--- src/rtl/axi_lite_pkg.sv ---
// Shared types for the AXI4-Lite initiator.
// State encoding and AXI response codes.
package axi_lite_pkg;

    typedef enum logic [2:0] {
        S_IDLE,
        S_WR_ADDR_DATA,
        S_WR_RESP,
        S_RD_ADDR,
        S_RD_DATA,
        S_DONE
    } axi_state_e;

    localparam logic [1:0] RESP_OKAY   = 2'b00;
    localparam logic [1:0] RESP_EXOKAY = 2'b01;
    localparam logic [1:0] RESP_SLVERR = 2'b10;
    localparam logic [1:0] RESP_DECERR = 2'b11;

endpackage

--- src/rtl/axi_lite_master.sv ---
// Single-outstanding AXI4-Lite initiator.
// One command in, one AXI transaction out, one response back.
module axi_lite_master
    import axi_lite_pkg::*;
#(
    parameter int C_M_AXI_DATA_WIDTH = 32,
    parameter int C_M_AXI_ADDR_WIDTH = 9,
    parameter int TIMEOUT_CYCLES     = 1024
) (
    input  logic                              M_AXI_ACLK,
    input  logic                              M_AXI_ARESETN,
    input  logic                              cmd_valid,
    output logic                              cmd_ready,
    input  logic                              cmd_write,
    input  logic [C_M_AXI_ADDR_WIDTH-1:0]     cmd_addr,
    input  logic [C_M_AXI_DATA_WIDTH-1:0]     cmd_wdata,
    input  logic [C_M_AXI_DATA_WIDTH/8-1:0]   cmd_wstrb,
    output logic                              rsp_valid,
    input  logic                              rsp_ready,
    output logic [C_M_AXI_DATA_WIDTH-1:0]     rsp_rdata,
    output logic [1:0]                        rsp_resp,
    output logic                              rsp_write,
    output logic                              busy,
    output logic                              timeout,
    output logic [C_M_AXI_ADDR_WIDTH-1:0]     M_AXI_AWADDR,
    output logic                              M_AXI_AWVALID,
    input  logic                              M_AXI_AWREADY,
    output logic [C_M_AXI_DATA_WIDTH-1:0]     M_AXI_WDATA,
    output logic [C_M_AXI_DATA_WIDTH/8-1:0]   M_AXI_WSTRB,
    output logic                              M_AXI_WVALID,
    input  logic                              M_AXI_WREADY,
    input  logic [1:0]                        M_AXI_BRESP,
    input  logic                              M_AXI_BVALID,
    output logic                              M_AXI_BREADY,
    output logic [C_M_AXI_ADDR_WIDTH-1:0]     M_AXI_ARADDR,
    output logic                              M_AXI_ARVALID,
    input  logic                              M_AXI_ARREADY,
    input  logic [C_M_AXI_DATA_WIDTH-1:0]     M_AXI_RDATA,
    input  logic [1:0]                        M_AXI_RRESP,
    input  logic                              M_AXI_RVALID,
    output logic                              M_AXI_RREADY
);

    localparam int DW = C_M_AXI_DATA_WIDTH;
    localparam int AW = C_M_AXI_ADDR_WIDTH;
    localparam int SW = C_M_AXI_DATA_WIDTH / 8;
    localparam int CW = $clog2(TIMEOUT_CYCLES + 1);
    localparam logic [CW-1:0] TO_MAX = CW'(TIMEOUT_CYCLES);

    axi_state_e    state_q, state_d;
    logic [AW-1:0] addr_q, addr_d;
    logic [DW-1:0] wdata_q, wdata_d;
    logic [SW-1:0] wstrb_q, wstrb_d;
    logic          write_q, write_d;
    logic          awvalid_q, awvalid_d;
    logic          wvalid_q, wvalid_d;
    logic          arvalid_q, arvalid_d;
    logic          cmd_ready_q, cmd_ready_d;
    logic          rsp_valid_q, rsp_valid_d;
    logic [DW-1:0] rsp_rdata_q, rsp_rdata_d;
    logic [1:0]    rsp_resp_q, rsp_resp_d;
    logic          rsp_write_q, rsp_write_d;
    logic          busy_q, busy_d;
    logic          timeout_q, timeout_d;
    logic [CW-1:0] cnt_q, cnt_d;
    logic          aw_fin, w_fin;
    logic          bready, rready;

    // Next-state, handshake readies and response capture.
    always_comb begin
        state_d     = state_q;
        addr_d      = addr_q;
        wdata_d     = wdata_q;
        wstrb_d     = wstrb_q;
        write_d     = write_q;
        awvalid_d   = awvalid_q;
        wvalid_d    = wvalid_q;
        arvalid_d   = arvalid_q;
        rsp_valid_d = rsp_valid_q;
        rsp_rdata_d = rsp_rdata_q;
        rsp_resp_d  = rsp_resp_q;
        rsp_write_d = rsp_write_q;
        timeout_d   = timeout_q;
        cnt_d       = cnt_q;
        aw_fin      = 1'b0;
        w_fin       = 1'b0;
        bready      = 1'b0;
        rready      = 1'b0;

        case (state_q)
            S_IDLE: begin
                if (cmd_valid && cmd_ready_q) begin
                    addr_d    = cmd_addr;
                    wdata_d   = cmd_wdata;
                    wstrb_d   = cmd_wstrb;
                    write_d   = cmd_write;
                    cnt_d     = '0;
                    timeout_d = 1'b0;
                    if (cmd_write) begin
                        state_d   = S_WR_ADDR_DATA;
                        awvalid_d = 1'b1;
                        wvalid_d  = 1'b1;
                    end else begin
                        state_d   = S_RD_ADDR;
                        arvalid_d = 1'b1;
                    end
                end
            end
            S_WR_ADDR_DATA: begin
                // A channel is finished once its valid dropped or it handshakes now.
                aw_fin    = !awvalid_q || M_AXI_AWREADY;
                w_fin     = !wvalid_q || M_AXI_WREADY;
                bready    = aw_fin && w_fin;
                awvalid_d = !aw_fin;
                wvalid_d  = !w_fin;
                if (bready && M_AXI_BVALID) begin
                    state_d     = S_DONE;
                    rsp_valid_d = 1'b1;
                    rsp_resp_d  = M_AXI_BRESP;
                    rsp_rdata_d = '0;
                    rsp_write_d = 1'b1;
                end else if (bready) begin
                    state_d = S_WR_RESP;
                end
            end
            S_WR_RESP: begin
                bready = 1'b1;
                if (M_AXI_BVALID) begin
                    state_d     = S_DONE;
                    rsp_valid_d = 1'b1;
                    rsp_resp_d  = M_AXI_BRESP;
                    rsp_rdata_d = '0;
                    rsp_write_d = 1'b1;
                end
            end
            S_RD_ADDR: begin
                rready = M_AXI_ARREADY;
                if (M_AXI_ARREADY) begin
                    arvalid_d = 1'b0;
                    if (M_AXI_RVALID) begin
                        state_d     = S_DONE;
                        rsp_valid_d = 1'b1;
                        rsp_resp_d  = M_AXI_RRESP;
                        rsp_rdata_d = M_AXI_RDATA;
                        rsp_write_d = 1'b0;
                    end else begin
                        state_d = S_RD_DATA;
                    end
                end
            end
            S_RD_DATA: begin
                rready = 1'b1;
                if (M_AXI_RVALID) begin
                    state_d     = S_DONE;
                    rsp_valid_d = 1'b1;
                    rsp_resp_d  = M_AXI_RRESP;
                    rsp_rdata_d = M_AXI_RDATA;
                    rsp_write_d = 1'b0;
                end
            end
            S_DONE: begin
                if (rsp_ready) begin
                    state_d     = S_IDLE;
                    rsp_valid_d = 1'b0;
                end
            end
            default: begin
                state_d = S_IDLE;
            end
        endcase

        // Count cycles spent waiting on the slave; flag is sticky until next accept.
        if (state_q != S_IDLE && state_q != S_DONE) begin
            if (cnt_q != TO_MAX) begin
                cnt_d = cnt_q + 1'b1;
            end
            if (cnt_d == TO_MAX) begin
                timeout_d = 1'b1;
            end
        end

        busy_d      = (state_d != S_IDLE);
        cmd_ready_d = (state_d == S_IDLE);
    end

    // State and registered outputs, all cleared asynchronously.
    always_ff @(posedge M_AXI_ACLK or negedge M_AXI_ARESETN) begin
        if (!M_AXI_ARESETN) begin
            state_q     <= S_IDLE;
            addr_q      <= '0;
            wdata_q     <= '0;
            wstrb_q     <= '0;
            write_q     <= 1'b0;
            awvalid_q   <= 1'b0;
            wvalid_q    <= 1'b0;
            arvalid_q   <= 1'b0;
            cmd_ready_q <= 1'b0;
            rsp_valid_q <= 1'b0;
            rsp_rdata_q <= '0;
            rsp_resp_q  <= '0;
            rsp_write_q <= 1'b0;
            busy_q      <= 1'b0;
            timeout_q   <= 1'b0;
            cnt_q       <= '0;
        end else begin
            state_q     <= state_d;
            addr_q      <= addr_d;
            wdata_q     <= wdata_d;
            wstrb_q     <= wstrb_d;
            write_q     <= write_d;
            awvalid_q   <= awvalid_d;
            wvalid_q    <= wvalid_d;
            arvalid_q   <= arvalid_d;
            cmd_ready_q <= cmd_ready_d;
            rsp_valid_q <= rsp_valid_d;
            rsp_rdata_q <= rsp_rdata_d;
            rsp_resp_q  <= rsp_resp_d;
            rsp_write_q <= rsp_write_d;
            busy_q      <= busy_d;
            timeout_q   <= timeout_d;
            cnt_q       <= cnt_d;
        end
    end

    assign cmd_ready     = cmd_ready_q;
    assign rsp_valid     = rsp_valid_q;
    assign rsp_rdata     = rsp_rdata_q;
    assign rsp_resp      = rsp_resp_q;
    assign rsp_write     = rsp_write_q;
    assign busy          = busy_q;
    assign timeout       = timeout_q;
    assign M_AXI_AWADDR  = addr_q;
    assign M_AXI_AWVALID = awvalid_q;
    assign M_AXI_WDATA   = wdata_q;
    assign M_AXI_WSTRB   = wstrb_q;
    assign M_AXI_WVALID  = wvalid_q;
    assign M_AXI_BREADY  = bready;
    assign M_AXI_ARADDR  = addr_q;
    assign M_AXI_ARVALID = arvalid_q;
    assign M_AXI_RREADY  = rready;

endmodule

--- config.mk ---
export PLATFORM = sky130hd
export DESIGN_NAME = axi_lite_master
export DESIGN_NICKNAME = d
export VERILOG_FILES = /design/src/rtl/axi_lite_pkg.sv /design/src/rtl/axi_lite_master.sv
export SDC_FILE = /design/constraint.sdc
export NUM_CORES = 1
export LEC_CHECK = 0
export ABC_AREA = 1
export CELL_PAD_IN_SITES_DETAIL_PLACEMENT = 0
export CELL_PAD_IN_SITES_GLOBAL_PLACEMENT = 1
export CORE_MARGIN = 5
export CORE_UTILIZATION = 40
export DETAILED_ROUTE_END_ITERATION = 8
export DONT_BUFFER_PORTS = 1
export PLACE_DENSITY = 0.8
export REMOVE_ABC_BUFFERS = 1
export SLEW_MARGIN = 20
export SYNTH_ARGS = -nofsm -noshare
export SYNTH_HDL_FRONTEND = slang
export SYNTH_SLANG_ARGS = --single-unit
--- constraint.sdc ---
create_clock -name M_AXI_ACLK -period 1.5 [get_ports M_AXI_ACLK]
set_input_delay 0.375 -clock M_AXI_ACLK [delete_from_list [all_inputs] [get_ports M_AXI_ACLK]]
set_output_delay 0.375 -clock M_AXI_ACLK [all_outputs]
set_load 0.02 [all_outputs]
==> impl_results.md, run 1 <==
- CP startpoint kind: flop
- Fin crit period: 1.76 ns
- Post-detailed-routing wire length: 12800 um
- First-pass GRT wire length: 19500 um
- Area contributors post-synth: dfrtp_1, nand2_1, nand3_1
- Worst Path Max Fanout: 5
- Placed cell count: 701
- Max-cap viol count: 0
- Sw power: 0.00682 W
- Number of global-route vias before repair: 3813
- Worst IR Drop VDD: 936 uV
- Vias: 3830
- # fillers: 989
- Gr usage total: 18.3%
- N_diodes: 0
- Failing checks: hold timing, setup timing
- Max Fclk: 568 MHz
- Grt total ovfl: 0
- Final ANT Viol Nets: 0
- HPWL after detailed placement: 8060 um
- Area fraction of the dominant cell type after synthesis: 56.1%
- TritonCTS clock tree: yes
- Outcome: finished, violations left
- Register area share after synthesis: 56.1%
- Pwr/cell area: 2550 nW/um^2
- Core ar.: 10900 um^2
- Crit-path cells: buf_4 > nand2_2 > inv_2 > a21oi_4 > inv_2 > buf_12
- Worst min path class: in2async
- Critical path's top delay family: buffers and inverters
- Row cnt: 38
- Final Non-Filler Cells: 748
- Crit-path slowest cell: dfrtp_1
- Sequential share of power: 43.2%
- Port Buffers: 0
- Slowest cell delay on critical path: 0.41 ns
- Syn Area/Cell: 8.18 um^2
- Critical Path AT: 1.39 ns
- Initial antenna violation count: 0
- Fin nets: 696
- Worst clock skew: 0.00585 ns
- Final instance area: 5820 um^2
- Insertion delay to the later sink of the worst-skew pair: 0.34 ns
- Relative slew slack: 71.2%
- Netlist cell types: 27
- Data required, critical path: 1.12 ns
- Hold WS: -0.275 ns
- H-tree Lvls: 3
- Clk slew on worst S/H paths: 0.07 ns
- Commonest non-fill, non-tap cells in the layout: nand2_1, dfrtp_1, buf_4, nand3_1
- RSZ-0062 raised after global routing: true
- Combinational share of power: 42.0%
- Sw Ratio: 46.0%
- Crit path buf inv count: 4
- Routability-driven placement congestion ratio: 0.786
- Area of the multi-input gates: 1930 um^2
- Layout cells sized above 1: 25.8%
- Syn. warnings: 0
- Synth Cell Area: 4510 um^2
- Power Internal: 0.00801 W
- Synth Instances: 551
- Num CTS Buffers: 9
- Max Root-Sink Buffers: 2
- Post-route setup slack: -0.261 ns
- Vias per cell: 5.12
- Commonest non-fill, non-tap cell in the layout: nand2_1
- Sequential cell area: 2530 um^2
- Largest net degree at the start of global routing: 102
- Area delta synth->final: 29.1%
- Worst path most repeated cell: inv_2
- CP endpoint kind: output pin
- Initial drt markers: 292
- Clock share of power: 14.8%
- Period utilization: 117%
- Overall power: 0.0148 W
- Crit Path Category: reg2out
- Post-DP Area: 4850 um^2
- Root Driver: clkbuf_16
- Chip height: 116 um
- Clk sink count: 101
- # setup viols final: 44
- Hold Fails Final Rpt: 101
- Seq cells post-synth: 101
- Die W: 116 um
- Initial Utilization: 41.2%
- DR pass1 iterations: 4
- Leak Pwr: 3.04 nW
- Slew Viols, Final: 0
- Die area: 13500 um^2
- # IOs: 189
- Wire length per cell: 17.0 um
- Yosys top cell by area: dfrtp_1
- Drc violations: 0
- Worst slew pin tran: 0.433 ns
## sequential cells by signal, summed over array words and instances, names as in the netlist
| name | count |
|---|---|
| rsp_valid | 1 |
| M_AXI_WVALID | 1 |
| cmd_ready | 1 |
| timeout | 1 |
| M_AXI_ARADDR | 9 |
| M_AXI_AWVALID | 1 |
| rsp_resp | 2 |
| M_AXI_WDATA | 32 |
| rsp_rdata | 32 |
| M_AXI_WSTRB | 4 |
| busy | 1 |
| state_q | 3 |
| cnt_q | 11 |
| rsp_write | 1 |
| M_AXI_ARVALID | 1 |
## kinds of logic (layout without fill, tap and decap cells)
group	count (synthesis)	count (layout)	share of synthesized area, %
muxes	2	2	0.500
xor gates and xnor gates	4	4	0.777
adders and majority gates	2	2	0.555
AOI/OAI and AO/OA	33	33	4.11
and+or+nand+nor	345	345	31.1
DFF	101	101	56.1
buffers and inverters	64	121	6.88
## metrics by stage
stage | utilization, % | TNS [ns] | setup slack, ns
after floorplan | - | -88.83 | -1.76
after global placement | 44.3 | -6.47 | -0.175
after detailed placement | 44.3 | -9.98 | -0.246
after CTS | 50.3 | -7.00 | -0.281
after global routing | 53.2 | -11.37 | -0.342
final | 53.2 | -7.72 | -0.261
## what timing repair did
item                       CTS  global route
resized for setup           45            64
pin swaps                    7            13
cloned                       9             1
setup endpoints to repair   94            78
hold endpoints to repair   101           101
setup buffers               13             9
## power groups by stage
stage	combinational (W)	sequential (W)	clock, W
detailed placement	0.00407	0.00641	0
global placement	0.00391	0.00641	0
global route	0.00686	0.00656	0.00237
CTS	0.00535	0.00640	0.00226
finish	0.00622	0.00640	0.00220
floorplan	0.00245	0.00617	0
## cell usage after synthesis, drive strengths merged
| library cell | n |
|---|---|
| xor2 | 4 |
| or2 | 2 |
| o21bai | 4 |
| nand3 | 60 |
| a211oi | 1 |
| nor2 | 25 |
| nand4 | 5 |
| nand2 | 250 |
| clkbuf | 11 |
| o21ai | 20 |
| dfrtp | 101 |
| a21oi | 8 |
| buf | 23 |
| inv | 30 |
| and3 | 1 |
| nor3 | 2 |
| mux2 | 2 |
| ha | 2 |
## per-layer routing
layer / wire (um) / global-route usage (%) / vias to the layer above
met1: 4980 / 24.2 / 1869
li1: - / - / 1830
met4: 135 / 4.02 / 0
met2: 6710 / 30.5 / 119
met5: 0 / 0 / -
met3: 922 / 5.13 / 12
## final cells by class
cell class	count	share of cell area, %
Inverter	30	2.19
Timing Repair inverter	6	0.946
Sequential cell	101	43.5
Timing Repair Buffer	69	12.3
Clock buffer	10	4.11
Clock inverter	6	0.774
Tap cell	140	3.01
Multi-Input combinational cell	386	33.2
## path summary, 6_finish.rpt
| path | from | to | slack, ns | depth (start not counted) |
|---|---|---|---|---|
| setup / recovery | state_q[2]$_DFF_PN0_ | M_AXI_RREADY | -0.26 | 6 |
| hold / removal | M_AXI_ARESETN | rsp_rdata[1]$_DFFE_PN0P_ | -0.27 | 0 |
| setup reg to reg | state_q[0]$_DFF_PN0_ | rsp_rdata[4]$_DFFE_PN0P_ | -0.26 | 13 |
| hold reg to reg | cnt_q[10]$_DFF_PN0_ | cnt_q[10]$_DFF_PN0_ | 0.58 | 2 |
| max in group asynchronous | M_AXI_ARESETN | cnt_q[3]$_DFF_PN0_ | 1.60 | 0 |
| min in group M_AXI_ACLK | cmd_wdata[29] | M_AXI_WDATA[29]$_DFFE_PN0P_ | 0.14 | 2 |
No activity file was read; power rests on OpenSTA's default activity.
==> inputs of run 2 (changes only) <==
Settings changed: RECOVER_POWER set to 50, SKIP_CTS_REPAIR_TIMING set to 1.
==> impl_results.md, run 2 (same netlist as run 1, synthesis figures left out) <==
- Worst min path class: in2async
- Layout cells sized above 1: 23.8% (-2.0 points)
- Initial antenna violation count: 0 (unchanged)
- N_diodes: 0 (unchanged)
- Worst slew pin tran: 0.439 ns (+0.00610 ns)
- Drc violations: 0 (unchanged)
- Die area: 13500 um^2 (unchanged)
- Failing checks: hold timing, setup timing
- Pwr/cell area: 2510 nW/um^2 (-1.6%)
- # setup viols final: 44 (unchanged)
- Fin nets: 696 (unchanged)
- Outcome: finished, violations left
- Slowest cell delay on critical path: 0.43 ns (+0.02 ns)
- CP endpoint kind: output pin
- Final ANT Viol Nets: 0 (unchanged)
- Sequential cell area: 2530 um^2 (unchanged)
- Insertion delay to the later sink of the worst-skew pair: 0.34 ns (about the same)
- Post-detailed-routing wire length: 13200 um (+3.5%)
- Post-DP Area: 4850 um^2 (unchanged)
- Setup TNS: -4.86 ns (+2.86 ns)
- Crit-path cells: buf_6 > nand3_4 > inv_2 > a21oi_2 > inv_2 > buf_12
- Largest net degree at the start of global routing: 102 (unchanged)
- DR pass1 iterations: 4 (unchanged)
- Worst IR Drop VDD: 1080 uV (+16%)
- CP startpoint kind: flop
- H-tree Lvls: 3 (unchanged)
- Worst path most repeated cell: inv_2
- RSZ-0062 raised after global routing: true
- Crit Path Category: reg2out
- Commonest non-fill, non-tap cell in the layout: nand2_1
- Row cnt: 38 (unchanged)
- Slew Viols, Final: 0 (unchanged)
- Chip height: 116 um (unchanged)
- Number of global-route vias before repair: 3564 (-6.5%)
- Commonest non-fill, non-tap cells in the layout: nand2_1, dfrtp_1, nand3_1, buf_4, inv_1
- # fillers: 1003 (+1.4%)
- Gr usage total: 16.2% (-2.2 points)
- Vias per cell: 5.10 (-0.37%)
- TritonCTS clock tree: yes
- Max Root-Sink Buffers: 2 (unchanged)
- Clk sink count: 101 (unchanged)
- Crit-path slowest cell: dfrtp_1
- Num CTS Buffers: 9 (unchanged)
- Routability-driven placement congestion ratio: 0.786 (unchanged)
- First-pass GRT wire length: 17400 um (-10%)
- Wire length per cell: 17.6 um (+3.5%)
- Root Driver: clkbuf_16
- Data required, critical path: 1.12 ns (about the same)
- Post-route setup slack: -0.341 ns (-0.0798 ns)
- Worst Path Max Fanout: 5 (unchanged)
- Vias: 3816 (-0.37%)
- Worst clock skew: 0.00904 ns (+0.00319 ns)
- Area of the multi-input gates: 1830 um^2 (-5.1%)
- Relative slew slack: 70.8% (-0.41 points)
- Max Fclk: 543 MHz (-4.3%)
- Period utilization: 123% (+5.3 points)
- Hold Fails Final Rpt: 101 (unchanged)
- Clk slew on worst S/H paths: 0.07 ns (about the same)
- Core ar.: 10900 um^2 (unchanged)
- Grt total ovfl: 0 (unchanged)
- HPWL after detailed placement: 8060 um (unchanged)
- Die W: 116 um (unchanged)
- Initial drt markers: 203 (-30%)
- Final cell utilization of the core: 52.9% (-0.27 points)
- Max-cap viol count: 0 (unchanged)
- Leak Pwr: 3.05 nW (+0.23%)
- Initial Utilization: 41.2% (unchanged)
- Fin crit period: 1.84 ns (+0.0798 ns)
- Hold WS: -0.273 ns (+0.00189 ns)
- # IOs: 189 (unchanged)
- Port Buffers: 0 (unchanged)
- Final instance area: 5790 um^2 (-0.52%)
- Area delta synth->final: 28.4%
- Critical Path AT: 1.47 ns (+0.08 ns)
-- run 2: cell types whose count changed in the layout (fill, tap and decap cells not counted), sizes merged --
| cell | previous run | this run |
|---|---|---|
| clkbuf | 11 | 17 |
| buf | 66 | 65 |
| clkinvlp | 0 | 1 |
| bufinv | 0 | 1 |
| bufbuf | 2 | 0 |
| inv | 39 | 34 |
-- run 2: metal layers --
metal / GRT usage, % / share of wire (%) / vias to the layer above
met5: 0 / 0 / -
met2: 27.2 / 52 / 126
met4: 3.71 / 0.83 / 0
met1: 20.7 / 41 / 1850
li1: - / - / 1828
met3: 4.87 / 6.5 / 12
-- run 2: critical path: cells and delay by family, from the launching register on --
kind	cells	cell delay, ns
flip-flops	1	0.43
buffers and inverters	4	0.44
AO/OA/AOI/OAI	1	0.17
AND/OR/NAND/NOR	1	0.09
-- run 2: where the power goes --
group,switching (W),total (W),internal (W),leakage [nW]
Clock,0.00103,0.00222,0.00119,0.144
Combinational,0.00306,0.00587,0.00281,1.60
Sequential,0.00248,0.00642,0.00394,1.30
-- run 2: per-stage QoR --
step / total power [W] / instances / setup WS (ns)
after global placement: 0.0103 / 701 / -0.175
after global routing: 0.0155 / 748 / -0.405
after detailed placement: 0.0105 / 701 / -0.246
after floorplan: 0.00862 / 517 / -1.76
final: 0.0145 / 748 / -0.341
after CTS: 0.0127 / 717 / -0.552
-- run 2: worst paths after layout --
path / start / end / slack [ns] / cells after the start
max in group asynchronous: M_AXI_ARESETN / cnt_q[1]$_DFF_PN0_ / 1.65 / 0
max: state_q[0]$_DFF_PN0_ / M_AXI_RREADY / -0.34 / 6
min reg2reg: cnt_q[10]$_DFF_PN0_ / cnt_q[10]$_DFF_PN0_ / 0.58 / 2
min in group M_AXI_ACLK: cmd_wdata[11] / M_AXI_WDATA[11]$_DFFE_PN0P_ / 0.14 / 2
max reg2reg: cnt_q[0]$_DFF_PN0_ / timeout$_DFF_PN0_ / -0.12 / 12
min: M_AXI_ARESETN / rsp_rdata[1]$_DFFE_PN0P_ / -0.27 / 0
-- run 2: area by class of cell --
cell class / instances / area share [%]
clock buffer: 10 / 4.13
clock inverter: 6 / 0.778
inverter: 30 / 2.46
multi-input combinational: 386 / 31.7
sequential: 101 / 43.7
tap: 140 / 3.03
timing repair buffer: 72 / 13.8
timing repair inverter: 3 / 0.454
